## config.mk

```make
export PLATFORM = sky130hd
export DESIGN_NAME = risc_alu_flat
export DESIGN_NICKNAME = d
export VERILOG_FILES = /design/src/rtl/risc_alu_if.sv /design/src/rtl/risc_alu.sv /design/src/flat_wrapper.sv
export SDC_FILE = /design/constraint.sdc
export NUM_CORES = 1
export LEC_CHECK = 0
export ABC_AREA = 0
export CAP_MARGIN = 20
export CORE_ASPECT_RATIO = 0.75
export CORE_MARGIN = 5
export CORE_UTILIZATION = 52
export DETAILED_ROUTE_END_ITERATION = 6
export MAX_ROUTING_LAYER = met4
export PLACE_DENSITY = 0.79
export SLEW_MARGIN = 20
export SYNTH_ARGS = -nofsm -noshare
export SYNTH_HDL_FRONTEND = slang
export SYNTH_SLANG_ARGS = --single-unit
```

## constraint.sdc

```tcl
create_clock -name clk -period 0.8 [get_ports clk]
set_clock_uncertainty 0.05 [all_clocks]
set_input_delay 0.16 -clock clk [delete_from_list [all_inputs] [get_ports clk]]
set_output_delay 0.16 -clock clk [all_outputs]
set_load 0.005 [all_outputs]
```

## src/rtl/risc_alu_if.sv

```systemverilog
// Execute-stage ALU bus: operands and opcode in, registered result and status flags out.
// Define ALU_CARRY_FLAGS_EN to add the flag_carry and flag_overflow signals.
interface risc_alu_if #(
    parameter int WIDTH = 16
);
    logic [WIDTH-1:0] A;
    logic [WIDTH-1:0] B;
    logic [2:0]       ALUop;
    logic [WIDTH-1:0] Output;
    logic             flag_zero;
    logic             flag_negative;
`ifdef ALU_CARRY_FLAGS_EN
    logic             flag_carry;
    logic             flag_overflow;
`endif

    modport master (
        output A, B, ALUop,
`ifdef ALU_CARRY_FLAGS_EN
        input  flag_carry, flag_overflow,
`endif
        input  Output, flag_zero, flag_negative
    );

    modport slave (
        input  A, B, ALUop,
`ifdef ALU_CARRY_FLAGS_EN
        output flag_carry, flag_overflow,
`endif
        output Output, flag_zero, flag_negative
    );
endinterface

```

## src/rtl/risc_alu.sv

```systemverilog
// 16-bit registered ALU, one-cycle latency, eight operations selected by ALUop.
// Optional carry/overflow flags are enabled by defining ALU_CARRY_FLAGS_EN.
module risc_alu #(
    parameter int WIDTH = 16
) (
    input  logic       clk,
    input  logic       rst_n,
    risc_alu_if.slave  alu
);
    localparam int SHW = $clog2(WIDTH);

    localparam logic [2:0] ALU_AND   = 3'b000;
    localparam logic [2:0] ALU_ADD   = 3'b001;
    localparam logic [2:0] ALU_SUB   = 3'b010;
    localparam logic [2:0] ALU_OR    = 3'b011;
    localparam logic [2:0] ALU_XOR   = 3'b100;
    localparam logic [2:0] ALU_SLL   = 3'b101;
    localparam logic [2:0] ALU_SRL   = 3'b110;
    localparam logic [2:0] ALU_PASSB = 3'b111;

    logic [WIDTH:0]   w_sum;
    logic [WIDTH:0]   w_diff;
    logic [SHW-1:0]   w_shamt;
    logic [WIDTH-1:0] w_result;
    logic [WIDTH-1:0] r_result;
    logic             r_zero;
    logic             r_negative;

    // Extra top bit captures carry-out on add and borrow on subtract.
    assign w_sum   = {1'b0, alu.A} + {1'b0, alu.B};
    assign w_diff  = {1'b0, alu.A} - {1'b0, alu.B};
    assign w_shamt = alu.B[SHW-1:0];

    // Operation select.
    always_comb begin
        w_result = '0;
        case (alu.ALUop)
            ALU_AND:   w_result = alu.A & alu.B;
            ALU_ADD:   w_result = w_sum[WIDTH-1:0];
            ALU_SUB:   w_result = w_diff[WIDTH-1:0];
            ALU_OR:    w_result = alu.A | alu.B;
            ALU_XOR:   w_result = alu.A ^ alu.B;
            ALU_SLL:   w_result = alu.A << w_shamt;
            ALU_SRL:   w_result = alu.A >> w_shamt;
            ALU_PASSB: w_result = alu.B;
            default:   w_result = '0;
        endcase
    end

    // Result and flags register together so they always change on the same edge.
    always_ff @(posedge clk or negedge rst_n) begin
        if (!rst_n) begin
            r_result   <= '0;
            r_zero     <= 1'b1;
            r_negative <= 1'b0;
        end else begin
            r_result   <= w_result;
            r_zero     <= (w_result == '0);
            r_negative <= w_result[WIDTH-1];
        end
    end

    assign alu.Output        = r_result;
    assign alu.flag_zero     = r_zero;
    assign alu.flag_negative = r_negative;

`ifdef ALU_CARRY_FLAGS_EN
    logic w_carry;
    logic w_overflow;
    logic r_carry;
    logic r_overflow;

    // Carry is NOT borrow on subtract; signed overflow compares operand and result signs.
    always_comb begin
        w_carry    = 1'b0;
        w_overflow = 1'b0;
        case (alu.ALUop)
            ALU_ADD: begin
                w_carry    = w_sum[WIDTH];
                w_overflow = (alu.A[WIDTH-1] == alu.B[WIDTH-1]) &&
                             (w_sum[WIDTH-1] != alu.A[WIDTH-1]);
            end
            ALU_SUB: begin
                w_carry    = ~w_diff[WIDTH];
                w_overflow = (alu.A[WIDTH-1] != alu.B[WIDTH-1]) &&
                             (w_diff[WIDTH-1] != alu.A[WIDTH-1]);
            end
            default: begin
                w_carry    = 1'b0;
                w_overflow = 1'b0;
            end
        endcase
    end

    // Extended flags share reset and latency with the base flags.
    always_ff @(posedge clk or negedge rst_n) begin
        if (!rst_n) begin
            r_carry    <= 1'b0;
            r_overflow <= 1'b0;
        end else begin
            r_carry    <= w_carry;
            r_overflow <= w_overflow;
        end
    end

    assign alu.flag_carry    = r_carry;
    assign alu.flag_overflow = r_overflow;
`endif
endmodule

```

## src/flat_wrapper.sv

```systemverilog
// flat-port wrapper written by rule: the top's interface ports become plain ports
module risc_alu_flat 
#(
    parameter int WIDTH = 16
)
  (clk, rst_n, alu_A, alu_B, alu_ALUop, alu_Output, alu_flag_zero, alu_flag_negative);
  risc_alu_if #(.WIDTH(WIDTH)) alu_i ();
  input  logic clk;
  input  logic rst_n;
  input wire logic [$bits(alu_i.A)-1:0] alu_A;
  input wire logic [$bits(alu_i.B)-1:0] alu_B;
  input wire logic [$bits(alu_i.ALUop)-1:0] alu_ALUop;
  output wire logic [$bits(alu_i.Output)-1:0] alu_Output;
  output wire logic [$bits(alu_i.flag_zero)-1:0] alu_flag_zero;
  output wire logic [$bits(alu_i.flag_negative)-1:0] alu_flag_negative;
  assign alu_i.A = alu_A;
  assign alu_i.B = alu_B;
  assign alu_i.ALUop = alu_ALUop;
  assign alu_Output = alu_i.Output;
  assign alu_flag_zero = alu_i.flag_zero;
  assign alu_flag_negative = alu_i.flag_negative;
  risc_alu #(.WIDTH(WIDTH)) u_core (.clk(clk), .rst_n(rst_n), .alu(alu_i));
endmodule
```

==> results of run 1 <==
-- per-layer routing --
| layer | GRT usage, % | GRT overflow |
|---|---|---|
| met5 | - | - |
| met1 | 74.38 | 0 |
| met3 | 58.10 | 0 |
| met2 | 87.55 | 2 |
| met4 | 64.61 | 0 |
-- cell usage after synthesis (11+ instances only) --
| cell type | count | share of area (%) |
|---|---|---|
| a211oi_1 | 11 | 1.9 |
| a21oi_1 | 19 | 2.2 |
| buf_2 | 11 | 1.3 |
| clkbuf_1 | 18 | 1.6 |
| dfrtp_1 | 16 | 9.3 |
| ha_1 | 49 | 14 |
| inv_1 | 37 | 3.2 |
| mux2i_1 | 22 | 5.1 |
| mux4_2 | 20 | 10 |
| nand2_1 | 22 | 1.9 |
| nand3_1 | 15 | 1.7 |
| nor2_1 | 44 | 3.8 |
| o21ai_0 | 20 | 2.3 |
| xnor2_1 | 16 | 3.3 |
-- stage by stage --
stage               util [%]  cell area [um^2]  instances  setup TNS [ns]
floorplan                  -              4664        517          -27.21
global placement       80.27              6384        823          -42.74
detailed placement     80.27              6384        823          -44.67
CTS                    87.07              6924        849          -30.05
-- cell families after synthesis --
kind of cell	Yosys count	share of synthesized area, %
flops	17	9.942
mux	54	19.21
compound gates	142	24.23
simple gates	156	19.62
xor+xnor	19	3.878
buf+inv	79	8.367
fa+ha+maj	50	14.75
-- what timing repair did --
action                     in CTS
gates resized for setup       216
setup endpoints to repair      35
hold endpoints to repair        0
setup buffers                  23
pin swaps                      57
gates cloned                    0
==> metrics.csv, run 1 <==
stage,metric,value,unit
logic_synthesis,syn nets,604,
placement,gpl congestion,1.048,
die,die width,114.9,um
logic_synthesis,mapped cell area,0.004292,mm^2
clock_network,H-tree depth,1,
logic_synthesis,Post-synth top flop,dfrtp_1,
logic_synthesis,"Seq/Total Area, Yosys",9.942,%
global_routing,pin count of the biggest net entering global routing,40,
global_routing,total grt overflow,2,
placement,Post-Place Setup Slack,-2.988,ns
clock_network,# clock sinks,17,
outcome,Stopped at,global routing (5_1_grt),
logic_synthesis,Synth async-reset ratio,100.0,%
die,Starting Density,53.96,%
sta,worst setup endpoint GRT,u_core.alu.flag_zero$_DFF_PN1_/D,
logic_synthesis,Cells after Synth,517,
placement,Detail Placement HPWL,15320,um
die,row cnt,28,
logic_synthesis,Synth Warn #,0,
outcome,Run Error,[ERROR GRT-0232] Routing congestion too high. Check the congestion heatmap in the GUI.,
die,Boundary Pins,55,
die,die height,88.68,um
logic_synthesis,Seq cells post-synth,17,
clock_network,cts bufs inserted,3,
outcome,outcome,aborted with a tool error,
sta,worst endpoint kind after the last repair,register data pin,
clock_network,root buffer cell,clkbuf_8,
logic_synthesis,synth unique cells,80,
clock_network,CTS Hold Buffers Added,0,
logic_synthesis,Post-synth EDFFs,0,
global_routing,antenna violations before repair,2,
placement,Port Buf Inserts,54,
clock_network,clk buf depth,2,
logic_synthesis,average size of a mapped cell,8.301,um^2
global_routing,Total GRT Usage,73.20,%
==> inputs of run 2 (changes only) <==
--- a/config.mk
+++ b/config.mk
@@ -7,12 +7,10 @@
 export LEC_CHECK = 0
 export ABC_AREA = 0
 export CAP_MARGIN = 20
-export CORE_ASPECT_RATIO = 0.75
 export CORE_MARGIN = 5
-export CORE_UTILIZATION = 52
+export CORE_UTILIZATION = 40
 export DETAILED_ROUTE_END_ITERATION = 6
-export MAX_ROUTING_LAYER = met4
-export PLACE_DENSITY = 0.79
+export PLACE_DENSITY_LB_ADDON = 0.15
 export SLEW_MARGIN = 20
 export SYNTH_ARGS = -nofsm -noshare
 export SYNTH_HDL_FRONTEND = slang
==> constraint.sdc (replaced) <==
create_clock -name clk -period 1 [get_ports clk]
set_clock_uncertainty 0.05 [all_clocks]
set_input_delay 0.2 -clock clk [delete_from_list [all_inputs] [get_ports clk]]
set_output_delay 0.2 -clock clk [all_outputs]
set_load 0.005 [all_outputs]
==> metrics.csv, run 2 <==
stage,metric,value,unit
logic_synthesis,most frequent cell after synthesis,ha_1,
global_routing,total grt overflow,0,
cells_and_area,ant diodes,0,
logic_synthesis,mapped cell area,0.004292,mm^2
drt,vias per cell,6.124,
drt,initial drt markers,651,
global_routing,first-pass GRT wire length,30040,um
pwr,Pwr Density,791.3,mW/mm^2
placement,placed cell areas,0.006442,mm^2
critical_path,Crit path largest cell delay,0.32,ns
cells_and_area,"commonest non-fill, non-tap cell in the layout",buf_4,
die,Boundary Pins,55,
clock_network,# clock sinks,17,
die,Starting Density,41.20,%
logic_synthesis,Cells after Synth,517,
critical_path,Slowest cell on crit path,or3_1,
hold_path,Hold Path Class,in -> async,
clock_network,root buffer cell,clkbuf_8,
clock_network,CTS tree,yes,
sta,Final setup violation count,18,
die,row cnt,37,
die,Core Area,0.01042,mm^2
outcome,outcome,finished with violations,
drt,DRC Markers,5,
cells_and_area,share of cells above drive strength 1,53.48,%
logic_synthesis,syn nets,604,
sta,Fmax achieved,330.3,MHz
outcome,failing checks,"DRC, setup timing",
placement,gpl congestion,1.001,
sta,Worst-Margin Slew,0.5942,ns
placement,Post-Place Setup Slack,-2.808,ns
critical_path,Startpoint Class,input port,
critical_path,crit-path max FO,2,
job,number of max-cap violations,0,
global_routing,vias in the first global route,5340,
logic_synthesis,average size of a mapped cell,8.301,um^2
sta,Final period util,302.8,%
clock_network,Clock Pin Slew Worst Setup and Hold Paths,0.06,ns
pwr,worst IR drop on VDD,0.7346,mV
global_routing,Total GRT Usage,29.36,%
logic_synthesis,top cell type's share of synthesized area,14.29,%
sta,Setup WS post-layout,-2.028,ns
die,die height,113.6,um
die,full die area,0.01290,mm^2
cells_and_area,most frequent cells in the layout,"buf_4 (189), buf_6 (37), ha_1 (36), nor2_1 (34), inv_1 (32)",
sta,Worst slew margin,59.85,%
sta,RSZ-0062 raised after global routing,yes,
logic_synthesis,Commonest cells post-synth,"ha_1 (49), nor2_1 (44), inv_1 (37)",
sta,Tmin final,3.028,ns
placement,Port Buf Inserts,54,
sta,Max Slew Vio Count,0,
logic_synthesis,Post-synth EDFFs,0,
critical_path,Worst Path Required,1.12,ns
critical_path,CP Capture Type,register,
logic_synthesis,Synth Warn #,0,
die,die width,113.6,um
clock_network,clk buf depth,2,
global_routing,pin count of the biggest net entering global routing,32,
global_routing,antenna violations before repair,0,
cells_and_area,# nets final,849,
logic_synthesis,"area leader, netlist",ha_1,
logic_synthesis,Area contributors post-synth,"ha_1 (14%), mux4_2 (10%), dfrtp_1 (9.3%)",
drt,WL/cell,22.44,um
cells_and_area,Area growth syn-to-layout,74.11,%
clock_network,cts bufs inserted,3,
placement,Detail Placement HPWL,15600,um
critical_path,Setup CP Type,in -> reg,
logic_synthesis,"Seq/Total Area, Yosys",9.942,%
drt,Post-Route WL,20130,um
logic_synthesis,Seq cells post-synth,17,
critical_path,CP Cell Sequence,"buf_8, nor2_4, nand2_2, nor4_4, buf_4, a41oi_2, xnor2_1, ha_1, nor2b_4, and4b_1, or3_1, o32ai_2, o31ai_2, nor4_2, nand4b_1, a211oi_2",
logic_synthesis,Synth async-reset ratio,100.0,%
logic_synthesis,Post-synth top flop,dfrtp_1,
clock_network,H-tree depth,1,
logic_synthesis,synth unique cells,80,
critical_path,worst path arrival time,3.15,ns
drt,Vias,5493,
pwr,Leak,3.326,nW
cells_and_area,number of flip-flops in the largest register,15,
cells_and_area,cell area after layout,0.007472,mm^2
critical_path,Worst Setup SP,alu_B[2],
sta,Final Hold Violating Endpoints,0,
drt,DR pass1 iterations,7,
drt,post-route antenna net violation count,0,
run 2: cell counts after synthesis:
Identical to the previous run, type by type.
run 2: stage by stage:
step / power, W / std cells / hold WS [ns] / util, % / setup TNS (ns)
final: 0.005913 / 897 / 0.2613 / 71.74 / -25.63
after global routing: 0.006233 / 897 / 0.2666 / 71.74 / -26.94
after CTS: 0.005416 / 883 / 0.2465 / 67.39 / -24.65
after detailed placement: 0.004528 / 855 / 0.5087 / 61.85 / -39.01
after global placement: 0.004482 / 855 / 0.5202 / 61.85 / -38.53
after floorplan: 0.002776 / 517 / -0.1456 / - / -24.49
run 2: how the worst max path moves through the flow:
| stage | cells after the start | to |
|---|---|---|
| global placement | 16 | u_core.alu.flag_zero$_DFF_PN1_ |
| detailed placement | 16 | u_core.alu.flag_zero$_DFF_PN1_ |
| global route | 19 | u_core.alu.flag_zero$_DFF_PN1_ |
| floorplan | 16 | u_core.alu.flag_zero$_DFF_PN1_ |
| finish | 16 | u_core.alu.flag_zero$_DFF_PN1_ |
| CTS | 17 | u_core.alu.flag_zero$_DFF_PN1_ |
run 2: final cells by class:
class                   instances  area [um^2]
inverters                      40        168.9
fillers                       782         2944
well taps                     136        170.2
flip-flops and latches         17        426.7
clock buffers                   3        41.29
repair buffers                279         2318
multi-input cells             421         4342
clock inverters                 1        5.005
run 2: metal layers:
metal / vias to the layer above / track usage, % / share of wire, %
met5: - / 0 / 0
met1: 2679 / 40.41 / 41
li1: 2480 / - / -
met3: 55 / 2.493 / 7.6
met2: 279 / 48.88 / 48
met4: 0 / 8.894 / 3.7
run 2: timing repair:
item,4_1_cts,5_1_grt
gates resized for setup,213,73
buffers inserted,26,16
hold buffers,0,0
pin swaps,57,46
endpoints found under the setup margin,35,30
run 2: kinds of logic after synthesis:
logic type / after synthesis / synth area share (%)
xor+xnor: 19 / 3.878
buf+inv: 79 / 8.367
fa+ha+maj: 50 / 14.75
flops: 17 / 9.942
simple gates: 156 / 19.62
compound gates: 142 / 24.23
mux: 54 / 19.21
run 2: critical path: cells and delay by family:
family	cells	cell delay, ns
compound gates	4	0.68
buf+inv	2	0.28
simple gates	8	1.41
fa+ha+maj	1	0.30
xor+xnor	1	0.26
run 2: power breakdown:
part	leakage, nW	switching [W]	internal [W]	total, W
Sequential	0.201	0.0000225	0.000802	0.000825
Combinational	3.10	0.00225	0.00234	0.00460
Clock	0.0255	0.000214	0.000276	0.000490
Total	3.33	0.00249	0.00342	0.00591
No activity file was read; power rests on OpenSTA's default activity.
